==> config.mk <==
export PLATFORM = sky130hd
export DESIGN_NAME = prefetch_fetch_ctrl
export DESIGN_NICKNAME = d
export VERILOG_FILES = /design/src/rtl/prefetch_fetch_ctrl_pkg.sv /design/src/rtl/prefetch_credit.sv /design/src/rtl/prefetch_fetch_ctrl.sv
export SDC_FILE = /design/constraint.sdc
export NUM_CORES = 1
export LEC_CHECK = 0
export CORE_ASPECT_RATIO = 0.9
export CORE_UTILIZATION = 35
export DETAILED_ROUTE_END_ITERATION = 10
export RECOVER_POWER = 50
export SLEW_MARGIN = 20
export SYNTH_ARGS = -nofsm -noshare
export SYNTH_HDL_FRONTEND = slang
export SYNTH_HIERARCHICAL = 1
export SYNTH_SLANG_ARGS = --single-unit
export TNS_END_PERCENT = 100
==> constraint.sdc <==
create_clock -name clk -period 4.75 [get_ports clk]
set_input_delay 0.95 -clock clk [delete_from_list [all_inputs] [get_ports clk]]
set_output_delay 0.95 -clock clk [all_outputs]
set_load 0.03 [all_outputs]
==> src/rtl/prefetch_fetch_ctrl_pkg.sv <==
// Shared memory-path constants, fetch FSM encodings and the code-request payload
// for the prefetch fetch controller.
package prefetch_fetch_ctrl_pkg;

    localparam int unsigned ADDR_W = 32;
    localparam int unsigned LEN_W  = 5;
    localparam int unsigned ACC_W  = 4;

    typedef enum logic [2:0] {
        ST_IDLE  = 3'd0,
        ST_REQ   = 3'd1,
        ST_WAIT  = 3'd2,
        ST_DRAIN = 3'd3,
        ST_STOP  = 3'd4
    } fetch_state_t;

    typedef struct packed {
        logic [ADDR_W-1:0] address;
        logic [LEN_W-1:0]  length;
        logic              su;
    } fetch_req_t;

endpackage

==> src/rtl/prefetch_credit.sv <==
// Byte-credit counter tracking prefetch FIFO free space: reserved on issue,
// returned on short responses and decoder consumption, restored on flush.
module prefetch_credit
    import prefetch_fetch_ctrl_pkg::*;
#(
    parameter int unsigned FIFO_DEPTH = 32,
    parameter int unsigned CW         = $clog2(FIFO_DEPTH) + 1
) (
    input  logic             clk,
    input  logic             rst_n,
    input  logic             flush,
    input  logic             issue,
    input  logic [LEN_W-1:0] issue_length,
    input  logic             refund,
    input  logic [LEN_W-1:0] refund_length,
    input  logic             accept,
    input  logic [ACC_W-1:0] accept_length,
    output logic [CW-1:0]    credit
);

    // Signed working width with headroom so under/overflow is observable.
    localparam int unsigned SW = ((CW > LEN_W) ? CW : LEN_W) + 2;

    logic signed [SW-1:0] sum_c;
    logic [CW-1:0]        credit_d;

    always_comb begin
        sum_c = signed'(SW'(credit));
        if (accept) sum_c = sum_c + signed'(SW'(accept_length));
        if (refund) sum_c = sum_c + signed'(SW'(refund_length));
        if (issue)  sum_c = sum_c - signed'(SW'(issue_length));
        credit_d = flush ? CW'(FIFO_DEPTH) : CW'(sum_c);
    end

    always_ff @(posedge clk or negedge rst_n) begin
        if (!rst_n) credit <= CW'(FIFO_DEPTH);
        else        credit <= credit_d;
    end

    a_credit_max: assert property (@(posedge clk) disable iff (!rst_n)
        flush || (sum_c <= signed'(SW'(FIFO_DEPTH))));
    a_credit_min: assert property (@(posedge clk) disable iff (!rst_n)
        flush || (sum_c >= 0));

endmodule

==> src/rtl/prefetch_fetch_ctrl.sv <==
// Prefetch code-fetch sequencer: one outstanding request to the code port,
// gated by FIFO byte credit, with stale responses dropped after a flush.
module prefetch_fetch_ctrl
    import prefetch_fetch_ctrl_pkg::*;
#(
    parameter int unsigned FIFO_DEPTH = 32,
    parameter int unsigned CW         = $clog2(FIFO_DEPTH) + 1
) (
    input  logic              clk,
    input  logic              rst_n,
    input  logic              pr_reset,
    input  logic              reset_prefetch,
    input  logic [ADDR_W-1:0] prefetch_address,
    input  logic [LEN_W-1:0]  prefetch_length,
    input  logic              prefetch_su,
    input  logic              prefetched_accept_do,
    input  logic [ACC_W-1:0]  prefetched_accept_length,
    output logic              req_do,
    input  logic              req_ready,
    output logic [ADDR_W-1:0] req_address,
    output logic [LEN_W-1:0]  req_length,
    output logic              req_su,
    input  logic              resp_do,
    input  logic [LEN_W-1:0]  resp_length,
    input  logic              resp_fault,
    output logic              prefetched_do,
    output logic [LEN_W-1:0]  prefetched_length,
    output logic              prefetch_fault_do,
    output logic [CW-1:0]     credit
);

    localparam int unsigned CMP_W = (CW > LEN_W) ? CW : LEN_W;

    fetch_state_t     state_q, state_d;
    fetch_req_t       req_q;
    logic             flush_c, handshake_c, credit_ok_c;
    logic             latch_c, issue_c, refund_c, deliver_c, fault_c;
    logic [LEN_W-1:0] refund_len_c;

    assign flush_c     = pr_reset | reset_prefetch;
    assign handshake_c = req_do & req_ready;
    assign credit_ok_c = CMP_W'(credit) >= CMP_W'(prefetch_length);

    // Next-state and per-cycle strobes.
    always_comb begin
        state_d      = state_q;
        latch_c      = 1'b0;
        issue_c      = 1'b0;
        refund_c     = 1'b0;
        deliver_c    = 1'b0;
        fault_c      = 1'b0;
        refund_len_c = req_q.length - resp_length;
        case (state_q)
            ST_IDLE: begin
                if (!flush_c && (prefetch_length != '0) && credit_ok_c) begin
                    state_d = ST_REQ;
                    latch_c = 1'b1;
                end
            end
            ST_REQ: begin
                if (handshake_c) begin
                    issue_c = 1'b1;
                    state_d = flush_c ? ST_DRAIN : ST_WAIT;
                end else if (flush_c) begin
                    state_d = ST_IDLE;
                end
            end
            ST_WAIT: begin
                if (resp_do) begin
                    state_d = ST_IDLE;
                    if (!flush_c) begin
                        deliver_c = 1'b1;
                        refund_c  = 1'b1;
                        if (resp_fault) begin
                            fault_c = 1'b1;
                            state_d = ST_STOP;
                        end
                    end
                end else if (flush_c) begin
                    state_d = ST_DRAIN;
                end
            end
            ST_DRAIN: begin
                if (resp_do) state_d = ST_IDLE;
            end
            ST_STOP: begin
                if (flush_c) state_d = ST_IDLE;
            end
            default: state_d = ST_IDLE;
        endcase
    end

    always_ff @(posedge clk or negedge rst_n) begin
        if (!rst_n) state_q <= ST_IDLE;
        else        state_q <= state_d;
    end

    // Registered request port and FIFO-side strobes.
    always_ff @(posedge clk or negedge rst_n) begin
        if (!rst_n) begin
            req_do            <= 1'b0;
            req_q             <= '0;
            prefetched_do     <= 1'b0;
            prefetched_length <= '0;
            prefetch_fault_do <= 1'b0;
        end else begin
            req_do            <= (state_d == ST_REQ);
            if (latch_c) req_q <= '{address: prefetch_address, length: prefetch_length, su: prefetch_su};
            prefetched_do     <= deliver_c;
            prefetched_length <= deliver_c ? resp_length : '0;
            prefetch_fault_do <= fault_c;
        end
    end

    assign req_address = req_q.address;
    assign req_length  = req_q.length;
    assign req_su      = req_q.su;

    prefetch_credit #(
        .FIFO_DEPTH (FIFO_DEPTH),
        .CW         (CW)
    ) u_credit (
        .clk           (clk),
        .rst_n         (rst_n),
        .flush         (flush_c),
        .issue         (issue_c),
        .issue_length  (req_q.length),
        .refund        (refund_c),
        .refund_length (refund_len_c),
        .accept        (prefetched_accept_do),
        .accept_length (prefetched_accept_length),
        .credit        (credit)
    );

endmodule

After elaboration in Yosys (flattened, before gate mapping) --
Index checks and enable logic that the tools add are counted.
Word-level totals: register bits after elaboration 55, output and inout port bits 52, word-level logic and storage cells 52
Cells by class: add/sub/neg operators 4, $lt $le $gt $ge 1, equality and inequality tests 5, multiplexer cells 26, bitwise operators 2, reductions and logical operators 5
Operators with widths (number):
- 3-bit two-way mux | 8
- 6-bit two-way mux | 4
- 3-bit case mux with 5 select lines | 1
- 1-bit two-way mux | 12
- 6-bit by 4-bit adder with 6-bit output | 1
- 6-bit by 5-bit adder with 6-bit output | 1
- 3-bit by 1-bit equality test with 1-bit output (second input constant) | 2
- 3-bit by 2-bit equality test with 1-bit output (second input constant) | 2
- 6-bit by 5-bit >= comparator with 1-bit output | 1
- 6-bit subtractor | 1
- 5-bit two-way mux | 1
- 5-bit nonzero test | 1
- 5-bit subtractor | 1
- 3-bit equality test (second input constant) | 1
- 3-bit logical NOT | 1
- 1-bit logical AND | 2
- 1-bit bitwise AND | 1
- 1-bit logical NOT | 1
- 1-bit bitwise OR | 1

Longest topological paths before layout --
Gate-level depths: netlist of the first run.
depth after elaboration 8, depth in mapped cells 17

By module --
The synthesis of the first run kept the hierarchy.
By module, submodules not included:
- prefetch_fetch_ctrl | instances 1, cells each 162, area each 2283.4 µm², sequential area each 1226.2 µm²
- prefetch_credit | instances 1, cells each 97, area each 878.3 µm², sequential area each 151.4 µm²

Worst setup path after synthesis of the first run --
OpenSTA, ideal clock, no wires.
kind input -> register, start point input port prefetched_accept_length[0], end point register u_credit.credit[5], library setup time 0.088 ns, data arrival time 3.980 ns, required time 4.662 ns, path slack 0.682 ns, cell stages on the path 16, path buffers 0, path through ha_1 -> fa_1 -> mux2_2 -> ha_1 -> a21o_1 -> a21oi_1 -> xnor2_1 -> mux2i_1 -> inv_1 -> ha_1 -> o21ai_0 -> a21oi_1 -> o21ai_0 -> and3b_1 -> o21ai_0 -> or3b_1
On the way: longest elaborated chain between the ends 7
RTL lines:
- start: declaration | RTL line prefetch_fetch_ctrl.sv:17 | input logic [ACC_W-1:0] prefetched_accept_length,
- 6-bit by 4-bit adder with 6-bit output * | RTL line prefetch_credit.sv:29 | if (accept) sum_c = sum_c + signed'(SW'(accept_length));
- 6-bit two-way mux * | RTL line prefetch_credit.sv:29
- 6-bit by 5-bit adder with 6-bit output | RTL line prefetch_credit.sv:30 | if (refund) sum_c = sum_c + signed'(SW'(refund_length));
- 6-bit two-way mux * | RTL line prefetch_credit.sv:30
- 6-bit subtractor | RTL line prefetch_credit.sv:31 | if (issue) sum_c = sum_c - signed'(SW'(issue_length));
- 6-bit two-way mux * | RTL line prefetch_credit.sv:31
- 6-bit two-way mux * | RTL line prefetch_credit.sv:32 | credit_d = flush ? CW'(FIFO_DEPTH) : CW'(sum_c);
- net u_credit.credit_d[5] | RTL line prefetch_credit.sv:25 | logic [CW-1:0] credit_d;
- end signal: assignment | RTL line prefetch_credit.sv:36 | if (!rst_n) credit <= CW'(FIFO_DEPTH);
- end signal: assignment | RTL line prefetch_credit.sv:37 | else credit <= credit_d;
- end: declaration | RTL line prefetch_credit.sv:18 | output logic [CW-1:0] credit
Mark *: on every way through the listed nets, which the timed path passes. The rest lies on a longest branch. A chain may end at the register's enable or synchronous reset.

Final worst setup path of the first run --
Same ends and word-level chain as after synthesis.

==> flow_metrics.tcl, run 1 <==
set metrics [dict create \
    crit_type "input port to flop" \
    syn-num-nets 341 \
    ctsHoldBuffers 0 \
    drt_iter0_drc 88 \
    vias 2319 \
    fp.dieH_um 92.2 \
    yosys.area.top_type "dfrtp_1" \
    grt_pass1_wl_um 11600 \
    fmax_ghz 0.222 \
    cts_buffers 5 \
    drc_errors 0 \
    p_leak_nw 2.09 \
    postCtsSetupBuffers 0 \
    utilization 0.514 \
    yosysTopAreaCellShare 0.427 \
    wl_um 7300 \
    status "finished, violations left" \
    clk-insertion-delay-late_ps 300 \
    overflow 0 \
    start_kind "input port" \
    end_kind "flop" \
    syn2layout_area_growth_pct 40.6 \
    worst_pin_slew_ps 2260 \
    async_flop_share 1.00 \
    slew_headroom -0.505 \
    synth_area_leaders "dfrtp_1 43%, mux2_4 16%, ha_1 9.1%" \
    final_antenna_net_count 0 \
    syn_avg_cell_area_um2 12.2 \
    cts_tree "built" \
    timing.final.hold_violations 0 \
    setup-violations-final 0 \
    start_util 0.366 \
    diodes 0 \
    rsz0062_at_grt "no" \
    hpwl_um 5650 \
    io_pins 107 \
    min_path_type "flop to flop" \
    rows 32 \
    cts_root_buf "clkbuf_8" \
    ir_drop_uv 251 \
    synth_seq_cells 55 \
    slew_viol_final 43 \
    place_congestion 0.781 \
    dieArea_mm2 0.00942 \
    maxCapViolCount 1 \
    clk_pin_slew_ps 90 \
    power_density_mw_per_mm2 498 \
    cp.required_ps 4970 \
    ff2ff_setup_slack_ps 830 \
    grtUsageTotal 0.159 \
    ys_seq_area_frac 0.436 \
    cts-htree-levels 2 \
    ys_types 45 \
    drtPass1Iterations 4 \
    antenna_found_initial 0 \
    cp_max_fo 3 \
    violations "max-capacitance violations, max-slew violations" \
    synthFlopType "dfrtp_1" \
    synth.cells.most_frequent "54 x dfrtp_1, 33 x mux2_4, 23 x ha_1, 23 x inv_1, 13 x nor2_1" \
    drt-wirelength-per-cell_um 14.9 \
    grt_max_degree 43 \
    clock-sinks 55 \
    worstPathArrival_ps 4730 \
    finalNetCount 453 \
    cts_max_path_buffers 2 \
    synth_edf_count 0 \
    place_area_mm2 0.00436 \
    fin_skew_ps 7.90 \
    yosys_warnings 6 \
    cts_resized 0 \
    period_share 0.949 \
    fin_crit_ps 4510 \
    grt_pass1_vias 2293 \
    nFillCells 793 \
    io_buffers 106 \
    die_w_um 102 \
    final_area_mm2 0.00445 \
    core_mm2 0.00865 \
    vias_per_cell 4.72 \
    syn_inst 259 \
    synth_area_mm2 0.00316 \
    drive_gt1_frac 0.153 \
    yosysMostFrequentCell "dfrtp_1" \
]
[area by class of cell]
cell class	count	area, µm²	share of cell area
Tap cell	119	149	0.0335
Multi-Input combinational cell	174	1640	0.368
Sequential cell	55	1380	0.310
Clock buffer	7	86.3	0.0194
Timing Repair Buffer	112	1100	0.248
Clock inverter	1	8.76	0.00197
Inverter	23	86.3	0.0194
[stage by stage]
stage               cells  TNS, ps  hold WS [ps]  setup slack (ps)  power [mW]
detailed placement    483    -84.6           492             -84.6        1.97
global placement      483        0           489              67.2        1.95
global route          491        0           519              28.4        2.36
finish                491        0           507               244        2.21
floorplan             259        0           483               682        1.51
CTS                   491        0           517               206        2.25
[worst max-delay path, stage by stage]
cell and delay, ps:
clkdlybuf4s50_1 460, ha_1 190, fa_1 420, mux2_2 310, ha_1 280, a21o_1 160, a21oi_2 190, xnor2_1 100
mux2i_1 190, inv_1 60, ha_1 310, o21ai_0 80, a21oi_1 190, o21ai_0 120, and3b_1 210, o21ai_0 150
or3b_1 360
[path summary, 6_finish.rpt]
kind                                        startpoint  cells after the start                  to
setup / recovery           prefetched_accept_length[0]                     17  u_credit/credit[5]
hold / removal                         req_address[12]                      1     req_address[12]
setup reg to reg                    u_credit/credit[0]                     16  u_credit/credit[5]
hold reg to reg                        req_address[12]                      1     req_address[12]
max in group asynchronous                        rst_n                      2     req_address[25]
min in group asynchronous                        rst_n                      1     req_address[30]
[routing by layer]
metal | up-vias | share of wire | global-route usage
met3 | 8 | 0.052 | 0.0282
met5 | - | 0 | 0
met1 | 1112 | 0.48 | 0.225
li1 | 1125 | - | -
met4 | 0 | 0.016 | 0.0345
met2 | 74 | 0.45 | 0.251
[layout by cell type (no fill, tap or decap), types with 2 or more instances in the layout]
cell type and instances:
nor2_1 13, buf_4 2, fa_1 4, mux2i_1 4, a31oi_1 2, nor2b_1 4, a22o_1 5, nand2_1 5
nand3_1 3, ha_1 23, or4_1 2, clkdlybuf4s50_1 86, inv_1 23, mux2_2 5, dlygate4sd3_1 19, xnor2_1 10
mux2_4 33, a21oi_1 11, nand2b_1 5, a21o_1 5, clkbuf_8 6, and2_1 2, xor2_1 4, clkbuf_1 5
or2_2 2, dfrtp_1 54, nor3_1 6, o21ai_0 7
[flip-flops by register name, summed over array words and instances, names as in the netlist]
signal / flops
req_su: 1
req_address: 32
prefetched_do: 1
state_q: 3
req_length: 5
req_do: 1
u_credit/credit: 6
prefetch_fault_do: 1
prefetched_length: 5
[logic make-up after synthesis]
kind of cell	share of synthesized area
buffers and inverters	0.0479
DFF	0.436
AOI/OAI and AO/OA	0.0867
xor gates and xnor gates	0.0388
muxes	0.187
adders and majority gates	0.116
and+or+nand+nor	0.0875
[report_power, final]
part / internal (mW) / switching [mW]
registers: 0.611 / 0.104
logic: 0.609 / 0.623
clock network: 0.120 / 0.147
No activity file was read; power rests on OpenSTA's default activity.
==> run 2, diff against run 1 <==
- CTS_BUF_LIST: unset -> sky130_fd_sc_hd__clkbuf_2 sky130_fd_sc_hd__clkbuf_4 sky130_fd_sc_hd__clkbuf_8
==> run 2 against run 1 <==
- the run still ends with max-capacitance violations, max-slew violations left
- global-route usage is the same
- first-iteration DRC count unchanged
- sequential cell count unchanged
- cell count stayed put
- combinational power about the same
- core utilization hardly changed
- clock skew is essentially flat
- hold slack did not move
- design area hardly changed
- critical endpoint unchanged
==> flow_metrics.tcl, run 2 (synthesis results as in run 1) <==
set metrics [dict create \
    fin_skew_ps 8.03 \
    vias_per_cell 4.72 \
    p_clk_frac 0.123 \
    finalNetCount 453 \
    min_path_type "flop to flop" \
    internal_power_mw 1.35 \
    drc_errors 0 \
    cts_root_buf "clkbuf_8" \
    cts-htree-levels 2 \
    clk_pin_slew_ps 90 \
    grt_max_degree 43 \
    violations "max-capacitance violations, max-slew violations" \
    cp.required_ps 4970 \
    die_w_um 102 \
    io_buffers 106 \
    maxCapViolCount 1 \
    cts_tree "built" \
    ctsHoldBuffers 0 \
    pwr-share-seq 0.322 \
    status "finished, violations left" \
    io_pins 107 \
    finalPower_mw 2.22 \
    worstPathArrival_ps 4730 \
    slew_headroom -0.505 \
    final_area_mm2 0.00445 \
    cts_buffers 5 \
    rsz0062_at_grt "no" \
    drt_iter0_drc 88 \
    utilization 0.514 \
    drtPass1Iterations 4 \
    p_comb_frac 0.555 \
    ff_latch_area_mm2 0.00138 \
    fin_crit_ps 4510 \
    p_sw_frac 0.394 \
    hpwl_um 5650 \
    drt-wirelength-per-cell_um 14.9 \
    cp_max_fo 3 \
    final_cell_mix "86 x clkdlybuf4s50_1, 54 x dfrtp_1, 33 x mux2_4, 23 x inv_1, 23 x ha_1" \
    place_area_mm2 0.00436 \
    cts_max_path_buffers 2 \
    drive_gt1_frac 0.156 \
    switching_power_uw 875 \
    fmax_ghz 0.222 \
    overflow 0 \
    holdWs_ps 507 \
    final_antenna_net_count 0 \
    mostFrequentLayoutCell "clkdlybuf4s50_1" \
    grt_pass1_wl_um 11600 \
    dieArea_mm2 0.00942 \
    setup-violations-final 0 \
    nFillCells 791 \
    crit_type "input port to flop" \
    ir_drop_uv 256 \
    syn2layout_area_growth_pct 40.7 \
    fin_tns_setup_ps 0 \
    clock-sinks 55 \
    crit_path_max_incr_delay_ps 460 \
    slowest_stage "clkdlybuf4s50_1" \
    vias 2319 \
    wl_um 7300 \
    timing.final.hold_violations 0 \
    fp.dieH_um 92.2 \
    place_congestion 0.781 \
    worst_pin_slew_ps 2260 \
    p_leak_nw 2.09 \
    rows 32 \
    grtUsageTotal 0.159 \
    largest_register_ffs 32 \
    end_kind "flop" \
    worstPathCellList "clkdlybuf4s50_1 > ha_1 > fa_1 > mux2_2 > ha_1 > a21o_1 > a21oi_2 > xnor2_1 > mux2i_1 > inv_1 > ha_1 > o21ai_0 > a21oi_1 > o21ai_0 > and3b_1 > o21ai_0 > or3b_1" \
    antenna_found_initial 0 \
    clk-insertion-delay-late_ps 300 \
    power_density_mw_per_mm2 499 \
    grt_pass1_vias 2293 \
    multi_input_comb_area_mm2 0.00164 \
    start_util 0.366 \
    period_share 0.949 \
    diodes 0 \
    start_kind "input port" \
    core_mm2 0.00865 \
    slew_viol_final 43 \
]
==> run 2: area by class of cell <==
cell class / count / area share
flip-flops and latches: 55 / 0.310
inverters: 23 / 0.0194
repair buffers: 112 / 0.247
well taps: 119 / 0.0335
clock buffers: 7 / 0.0202
multi-input cells: 174 / 0.368
clock inverters: 1 / 0.00197
==> run 2: path summary, 6_finish.rpt <==
| path | from | endpoint | slack, ps | depth (start not counted) |
|---|---|---|---|---|
| min in group asynchronous | rst_n | req_address[30] | 650 | 1 |
| worst min-delay path | req_address[12] | req_address[12] | 510 | 1 |
| worst max register to register | u_credit/credit[0] | u_credit/credit[5] | 830 | 16 |
| max in group asynchronous | rst_n | req_address[25] | 1540 | 2 |
| worst max-delay path | prefetched_accept_length[0] | u_credit/credit[5] | 240 | 17 |
| worst min register to register | req_address[12] | req_address[12] | 510 | 1 |
==> run 2: critical path, delay by kind of cell <==
family | cells | cell delay, ps
xor+xnor | 1 | 100
simple gates | 2 | 570
mux | 2 | 500
fa+ha+maj | 4 | 1200
buf+inv | 2 | 520
compound gates | 6 | 890
==> run 2: power by group through the flow <==
stage	clock, mW	combinational, mW	sequential (mW)
6_report	0.273	1.23	0.715
4_1_cts	0.282	1.25	0.720
5_1_grt	0.299	1.33	0.737
3_3_place_gp	0	1.23	0.723
2_1_floorplan	0	0.523	0.990
3_5_place_dp	0	1.24	0.726
==> run 2: timing repair <==
item / in CTS / in global routing
setup buffers: 0 / 0
setup endpoints to repair: 0 / 1
resized for setup: 0 / 1
==> run 2: metal layers <==
metal  up-vias  global-route usage  wire length, µm  part of all wire
li1       1125                   -                -                 -
met1      1112               0.225             3510              0.48
met2        74               0.251             3300              0.45
met3         8              0.0282              380             0.052
met4         0              0.0345              120             0.016
met5         -                   0                0                 0
==> run 2: stage by stage <==
step / cells / setup slack (ps)
floorplan: 259 / 682
global placement: 483 / 67.2
detailed placement: 483 / -84.6
CTS: 491 / 206
global route: 491 / 28.4
finish: 491 / 244
